$ cat config.mk
export PLATFORM = sky130hd
export DESIGN_NAME = decoder_scan
export DESIGN_NICKNAME = d
export VERILOG_FILES = /design/src/rtl/decoder_pkg.sv /design/src/rtl/decoder_scan_dwell_counter.sv /design/src/rtl/decoder_scan.sv
export SDC_FILE = /design/constraint.sdc
export NUM_CORES = 1
export LEC_CHECK = 0
export CAP_MARGIN = 20
export CORE_MARGIN = 5
export CORE_UTILIZATION = 33
export CTS_CLUSTER_SIZE = 20
export DETAILED_ROUTE_END_ITERATION = 8
export MAX_ROUTING_LAYER = met4
export PLACE_DENSITY = 0.61
export SLEW_MARGIN = 30
export SYNTH_ARGS = -nofsm -noshare
export SYNTH_HDL_FRONTEND = slang
export SYNTH_SLANG_ARGS = --single-unit
export TNS_END_PERCENT = 30
$ cat constraint.sdc
create_clock -name clk -period 3.1 [get_ports clk]
set_input_delay 0.62 -clock clk [delete_from_list [all_inputs] [get_ports clk]]
set_output_delay 0.62 -clock clk [all_outputs]
set_load 0.005 [all_outputs]
$ cat src/rtl/decoder_pkg.sv
// Shared types and helpers for the registered one-hot decoder with scan mode.
package decoder_pkg;

   typedef enum logic [1:0] {
      ST_IDLE   = 2'd0,
      ST_DIRECT = 2'd1,
      ST_SCAN   = 2'd2
   } state_e;

   localparam logic MODE_DIRECT = 1'b0;
   localparam logic MODE_SCAN   = 1'b1;

   // Bit 'line' of the one-hot code for index 'sel'.
   function automatic logic onehot(input int unsigned sel, input int unsigned line);
      return sel == line;
   endfunction

endpackage

$ cat src/rtl/decoder_scan_dwell_counter.sv
// Dwell timer for scan mode: counts cycles on the current line, tick at DWELL-1.
module dwell_counter #(
   parameter int unsigned DWELL = 4
) (
   input  logic clk,
   input  logic rst_n,
   input  logic clr,
   input  logic run,
   output logic tick
);

   localparam int unsigned CW = (DWELL > 1) ? $clog2(DWELL) : 1;

   logic [CW-1:0] count_q, count_d;

   assign tick = (count_q == CW'(DWELL - 1));

   always_comb begin
      count_d = count_q;
      if (clr) begin
         count_d = '0;
      end else if (run) begin
         count_d = tick ? '0 : count_q + 1'b1;
      end
   end

   always_ff @(posedge clk or negedge rst_n) begin
      if (!rst_n) begin
         count_q <= '0;
      end else begin
         count_q <= count_d;
      end
   end

endmodule

$ cat src/rtl/decoder_scan.sv
// Registered N-to-2^N one-hot select driver with direct decode and timed scan.
//
// state     | meaning
// ST_IDLE   | disabled, all lines inactive, idx holds
// ST_DIRECT | line selected by a, one cycle latency
// ST_SCAN   | line steps through 0..2^N-1, DWELL cycles per line
module decoder_scan
   import decoder_pkg::*;
#(
   parameter int unsigned N          = 2,
   parameter int unsigned DWELL      = 4,
   parameter bit          ACTIVE_LOW = 1'b0
) (
   input  logic                clk,
   input  logic                rst_n,
   input  logic                en,
   input  logic                mode,
   input  logic [N-1:0]        a,
   input  logic                load,
   output logic [(1<<N)-1:0]   d,
   output logic [N-1:0]        idx,
   output logic                wrap
);

   localparam int unsigned W = 1 << N;

   state_e         state_q, state_d;
   logic [N-1:0]   idx_q, idx_d;
   logic           wrap_q, wrap_d;
   logic [W-1:0]   d_q, d_d;
   logic           cnt_clr, cnt_run, tick;

   dwell_counter #(.DWELL(DWELL)) u_dwell (
      .clk   (clk),
      .rst_n (rst_n),
      .clr   (cnt_clr),
      .run   (cnt_run),
      .tick  (tick)
   );

   always_comb begin
      state_d = state_q;
      idx_d   = idx_q;
      wrap_d  = 1'b0;
      cnt_clr = 1'b1;
      cnt_run = 1'b0;

      if (!en) begin
         state_d = ST_IDLE;
      end else if (mode == MODE_DIRECT) begin
         state_d = ST_DIRECT;
         idx_d   = a;
      end else begin
         state_d = ST_SCAN;
         if (state_q != ST_SCAN || load) begin
            idx_d = a;
         end else begin
            cnt_clr = 1'b0;
            cnt_run = 1'b1;
            if (tick) begin
               idx_d  = idx_q + 1'b1;
               wrap_d = &idx_q;
            end
         end
      end

      // Polarity is applied before the register so d is a pure flop output.
      d_d = {W{ACTIVE_LOW}};
      if (state_d != ST_IDLE) begin
         for (int unsigned i = 0; i < W; i++) begin
            d_d[i] = onehot(32'(idx_d), i) ^ ACTIVE_LOW;
         end
      end
   end

   always_ff @(posedge clk or negedge rst_n) begin
      if (!rst_n) begin
         state_q <= ST_IDLE;
         idx_q   <= '0;
         wrap_q  <= 1'b0;
         d_q     <= {W{ACTIVE_LOW}};
      end else begin
         state_q <= state_d;
         idx_q   <= idx_d;
         wrap_q  <= wrap_d;
         d_q     <= d_d;
      end
   end

   assign d    = d_q;
   assign idx  = idx_q;
   assign wrap = wrap_q;

endmodule
======== After elaboration in Yosys (flattened, before gate mapping) ========
Cells that the tools add are included.
storage, ports and cells
  register bits after elaboration ......... 11
  word-level logic and storage cells ...... 37
  input bits .............................. 7
  output and inout bits ................... 7
cells by class
  reductions and logical operators ........ 5
  eq/ne operators ......................... 5
  mux-type cells .......................... 20
  add/subtract/negate cells ............... 2
operators by type and width
  kind                                                              count
  2-bit 2-to-1 mux                                                  9
  1-bit 2-to-1 mux                                                  10
  2-bit == test (second input constant)                             3
  2-bit by 1-bit adder with 2-bit output (second input constant)    2
  4-bit 2-to-1 mux                                                  1
  2-bit nonzero test                                                2
  2-bit by 1-bit == test with 1-bit output (second input constant)  1
  2-bit logical NOT                                                 1
  2-bit inequality test (second input constant)                     1
  2-bit AND reduction                                               1
  1-bit logical OR                                                  1

======== Logic depth before layout (Yosys ltp) ========
  word-level depth ........................ 7
  gate-level depth with buffers ........... 5
  mapped depth without buffers ............ 5

======== Cells and area by module ========
Synthesis repeated with hierarchy kept, for this count alone.
unflattened totals
  cells, all modules ...................... 42
  area, all modules ....................... 505.5 um^2
modules (own cells, without submodules)
  module         times used  area an instance (um^2)  cells an instance  seq. area each (um^2)
  decoder_scan   1           405.4                    34                 225.2
  dwell_counter  1           100.1                    8                  50.0

======== Worst setup path after synthesis ========
Ideal clock, no wire load.
  path type ............................... in2reg
  start ................................... input port load
  end ..................................... register d_q[1] (netlist: d[1])
  setup slack ............................. 1.620 ns
  library setup time ...................... 0.126 ns
  stages on the path ...................... 5
  path buffers ............................ 1
  arrival time ............................ 1.354 ns
  data required time ...................... 2.974 ns
  cells stage by stage .................... and4bb_1 > buf_6 > a2bb2oi_2 > nand3_2 > nor2b_1
between the ends
  cells in the longest elaborated chain, start to end .. 6
ends and longest elaborated chain
  element                                   line                source
  start, declared                           decoder_scan.sv:19  input logic load,
  1-bit logical OR                          decoder_scan.sv:55  if (state_q != ST_SCAN || load) begin
  2-bit 2-to-1 mux                          decoder_scan.sv:55
  2-bit 2-to-1 mux                          decoder_scan.sv:50  end else if (mode == MODE_DIRECT) begin
  2-bit 2-to-1 mux                          decoder_scan.sv:48  if (!en) begin
  net idx_d[0]                              decoder_scan.sv:28  logic [N-1:0] idx_q, idx_d;
  2-bit by 1-bit == test with 1-bit output  decoder_pkg.sv:15   return sel == line;
  4-bit 2-to-1 mux                          decoder_scan.sv:69  if (state_d != ST_IDLE) begin
  net d_d[1]                                decoder_scan.sv:30  logic [W-1:0] d_q, d_d;
  end signal, assigned                      decoder_scan.sv:81  d_q <= {W{ACTIVE_LOW}};
  end, declared                             decoder_scan.sv:30
The timed path passes the listed nets, and every way through them passes these cells.
A chain may end at the register's enable or synchronous reset.

======== Worst setup path after layout ========
  start ................................... register idx_q[0] (netlist: idx[0])
  end ..................................... output port idx[0]
RTL lines
  element                 line                source
  start, declared         decoder_scan.sv:28
  start signal, assigned  decoder_scan.sv:84  idx_q <= idx_d;
  end, declared           decoder_scan.sv:21  output logic [N-1:0] idx,
No word-level cell between the ends.

==> impl_results.md <==
* Status: completed
* DRC viols at 0
* Post-Synth XOR/XNOR Area at 1.71%
* Critical path's largest stage delay at 550 ps
* Hold_buf cts at 0
* Slew Limit Fails at 0
* CP Capture Type: primary output
* First-pass GRT wire length at 1690 µm
* Post-route cell area at 674 µm²
* Commonest non-fill, non-tap cell in the layout: clkdlybuf4s50_1
* Top Family by Delay on Critical Path: buffers and inverters
* Fmax at 0.523 GHz
* Largest family of logic cells by synthesized area: simple AND/OR/NAND/NOR gates
* Root buffer cell: clkbuf_4
* Dpl cell area at 648 µm²
* Overall Global Routing Usage at 9.23%
* Total gr overflow at 0
* Initial antenna violation count at 0
* Final HPWL from detailed placement at 707 µm
* Total negative slack at 0 ps
* Starting Density at 34.5%
* Die area at 2440 µm²
* Vias per cell at 4.75
* Max Cap Viol at 0
* Top-area cell type share of the netlist area at 53.7%
* Routed WL at 929 µm
* Area share of fa/ha/maj cells after synthesis at 7.32%
* WP buf/inv at 1
* Postcts setup bufs at 0
* Diode count at 0
* Crit path cell chain: clkdlybuf4s50_1
* CTS tree: yes
* 1st-iter DRT viols at 2
* Synth unique cells at 23
* Reg area at 275 µm²
* Kind of critical path: flip-flop to primary output
* Layout cells sized above 1 at 15.8%
* Clk Latency, worst-skew pair at 260 ps
* Largest net degree at the start of global routing at 12
* Die Wd at 49.4 µm
* Clock Skew at 0.674 ps
* Core Region at 1490 µm²
* CTS max path bufs at 2
* Pwr dens at 439 nW/µm²
* Slew headroom at 67.1%
* Critical path launch point type: flip-flop
* Port Buffer Count at 13
* Number of global-route vias before repair at 358
* Io pins at 14
* Critical Path Fanout Max at 6
* Period Utilization, post-route at 61.7%
* Simple-gate share of the synthesized area at 22.7%
* Unrepaired setup endpoints after global routing: false
* Final #Nets at 68
* Arrival time worst endpoint at 1290 ps
* Die Y at 49.4 µm
* Worst min path class: flip-flop to flip-flop
* Min Tclk post-route at 1910 ps
* Area of the multi-input gates at 215 µm²
* Post_cts resized at 0
* Most area-consuming cells after synthesis: dfrtp_1 54%, ha_1 7.3%, o211ai_2 4.9%
* Req. time, crit path at 2480 ps
* Clock sinks at 11
* Pre-Repair DR Iteration Count at 2
* Number of warnings issued by yosys at 0
* Average cell area after synthesis at 12.2 µm²
* H-tree depth at 1
* FP Rows at 14
* Peak supply drop at 0.000153 V
* Area grow syn2layout at 31.5%
* Lkg Pwr at 0.310 nW
* Wirelength per Cell at 12.7 µm
* Yosys top cell by area: dfrtp_1
* #FFs+latches synth at 11
* Hold Vio Cnt, Final at 0
* Cell area after synthesis at 513 µm²
* DR vias at 347
* Final weighted congestion in routability-driven placement at 0.675
* Critical path's slowest cell: clkdlybuf4s50_1
* Worst-path clk slew at 70 ps
* Fill cells at 134
* Most frequent cells in the layout: 13 x clkdlybuf4s50_1, 11 x dfrtp_1, 4 x nand2_1
* Mux contribution to synthesized area at 0%
* Post-Synthesis Cells at 42
* CTS buffer count at 3
* Final setup fails at 0
* Synth Area in Compound Gates at 10.2%
* Slew @ Worst Pin at 492 ps
* Final ANT Viol Nets at 0
* Mapped Nets at 52
* Post-synthesis sequential area ratio at 53.7%
through the flow:
stage | util (%) | hold slack (ps) | total power, mW | std cells | setup slack [ps]
after floorplan | - | 324 | 0.176 | 42 | 1620
after global placement | 43.5 | 458 | 0.200 | 69 | 1030
after detailed placement | 43.5 | 463 | 0.201 | 69 | 1020
after CTS | 45.3 | 479 | 0.302 | 73 | 1180
after global routing | 45.3 | 497 | 0.318 | 73 | 1100
final | 45.3 | 478 | 0.296 | 73 | 1190
cells in the mapped netlist, drive strengths merged:
master and count:
o211ai 2, o21ai 1, buf 1, nand3b 1, and3 2, nor2b 1, clkbuf 1, nor3b 1
ha 3, nor3 1, nand4b 1, and4bb 1, nor2 3, xnor2 1, inv 2, or2b 1
a2bb2oi 1, nand3 1, and2 1, nand2 4, o21a 1, dfrtp 11
kinds of logic (layout without fill, tap and decap cells):
| kind of cell | Yosys count | count (layout) |
|---|---|---|
| simple gates | 18 | 18 |
| flops | 11 | 11 |
| compound gates | 5 | 5 |
| buf+inv | 4 | 19 |
| fa+ha+maj | 3 | 3 |
| xor+xnor | 1 | 1 |
worst paths after layout:
| check | from | end | slack [ps] | depth (start not counted) |
|---|---|---|---|---|
| max reg2reg | idx[0] | d[2] | 1580 | 5 |
| min | u_dwell.count_q[0] | u_dwell.count_q[0] | 480 | 1 |
| min in group asynchronous | rst_n | d[2] | 680 | 1 |
| min reg2reg | u_dwell.count_q[0] | u_dwell.count_q[0] | 480 | 1 |
| max in group asynchronous | rst_n | u_dwell.count_q[1] | 2090 | 1 |
| max | idx[0] | idx[0] | 1190 | 1 |
final cells by class:
type                       instances  area share, %
sequential                        11           40.8
multi-input combinational         27           31.9
timing repair buffer              13           19.3
clock buffer                       4           3.90
tap                               16           2.97
inverter                           2           1.11
power breakdown:
group | internal, mW | leakage (nW) | switching, mW
clock | 0.0497 | 0.0150 | 0.0493
combinational | 0.0251 | 0.151 | 0.0161
sequential | 0.150 | 0.144 | 0.00576
total | 0.225 | 0.310 | 0.0711
state kept, by name, summed over array words and instances, names as in the netlist:
signal and cells:
wrap 1, state_q 2, d 4, u_dwell.count_q 2, idx 2
layer usage:
layer / global-route usage (%) / share of wire, %
met5: - / 0
met4: 3.93 / 0
met3: 3.06 / 7.3
met2: 12.7 / 45
met1: 12.3 / 48
Note: power is estimated with default switching activity, not from simulation.
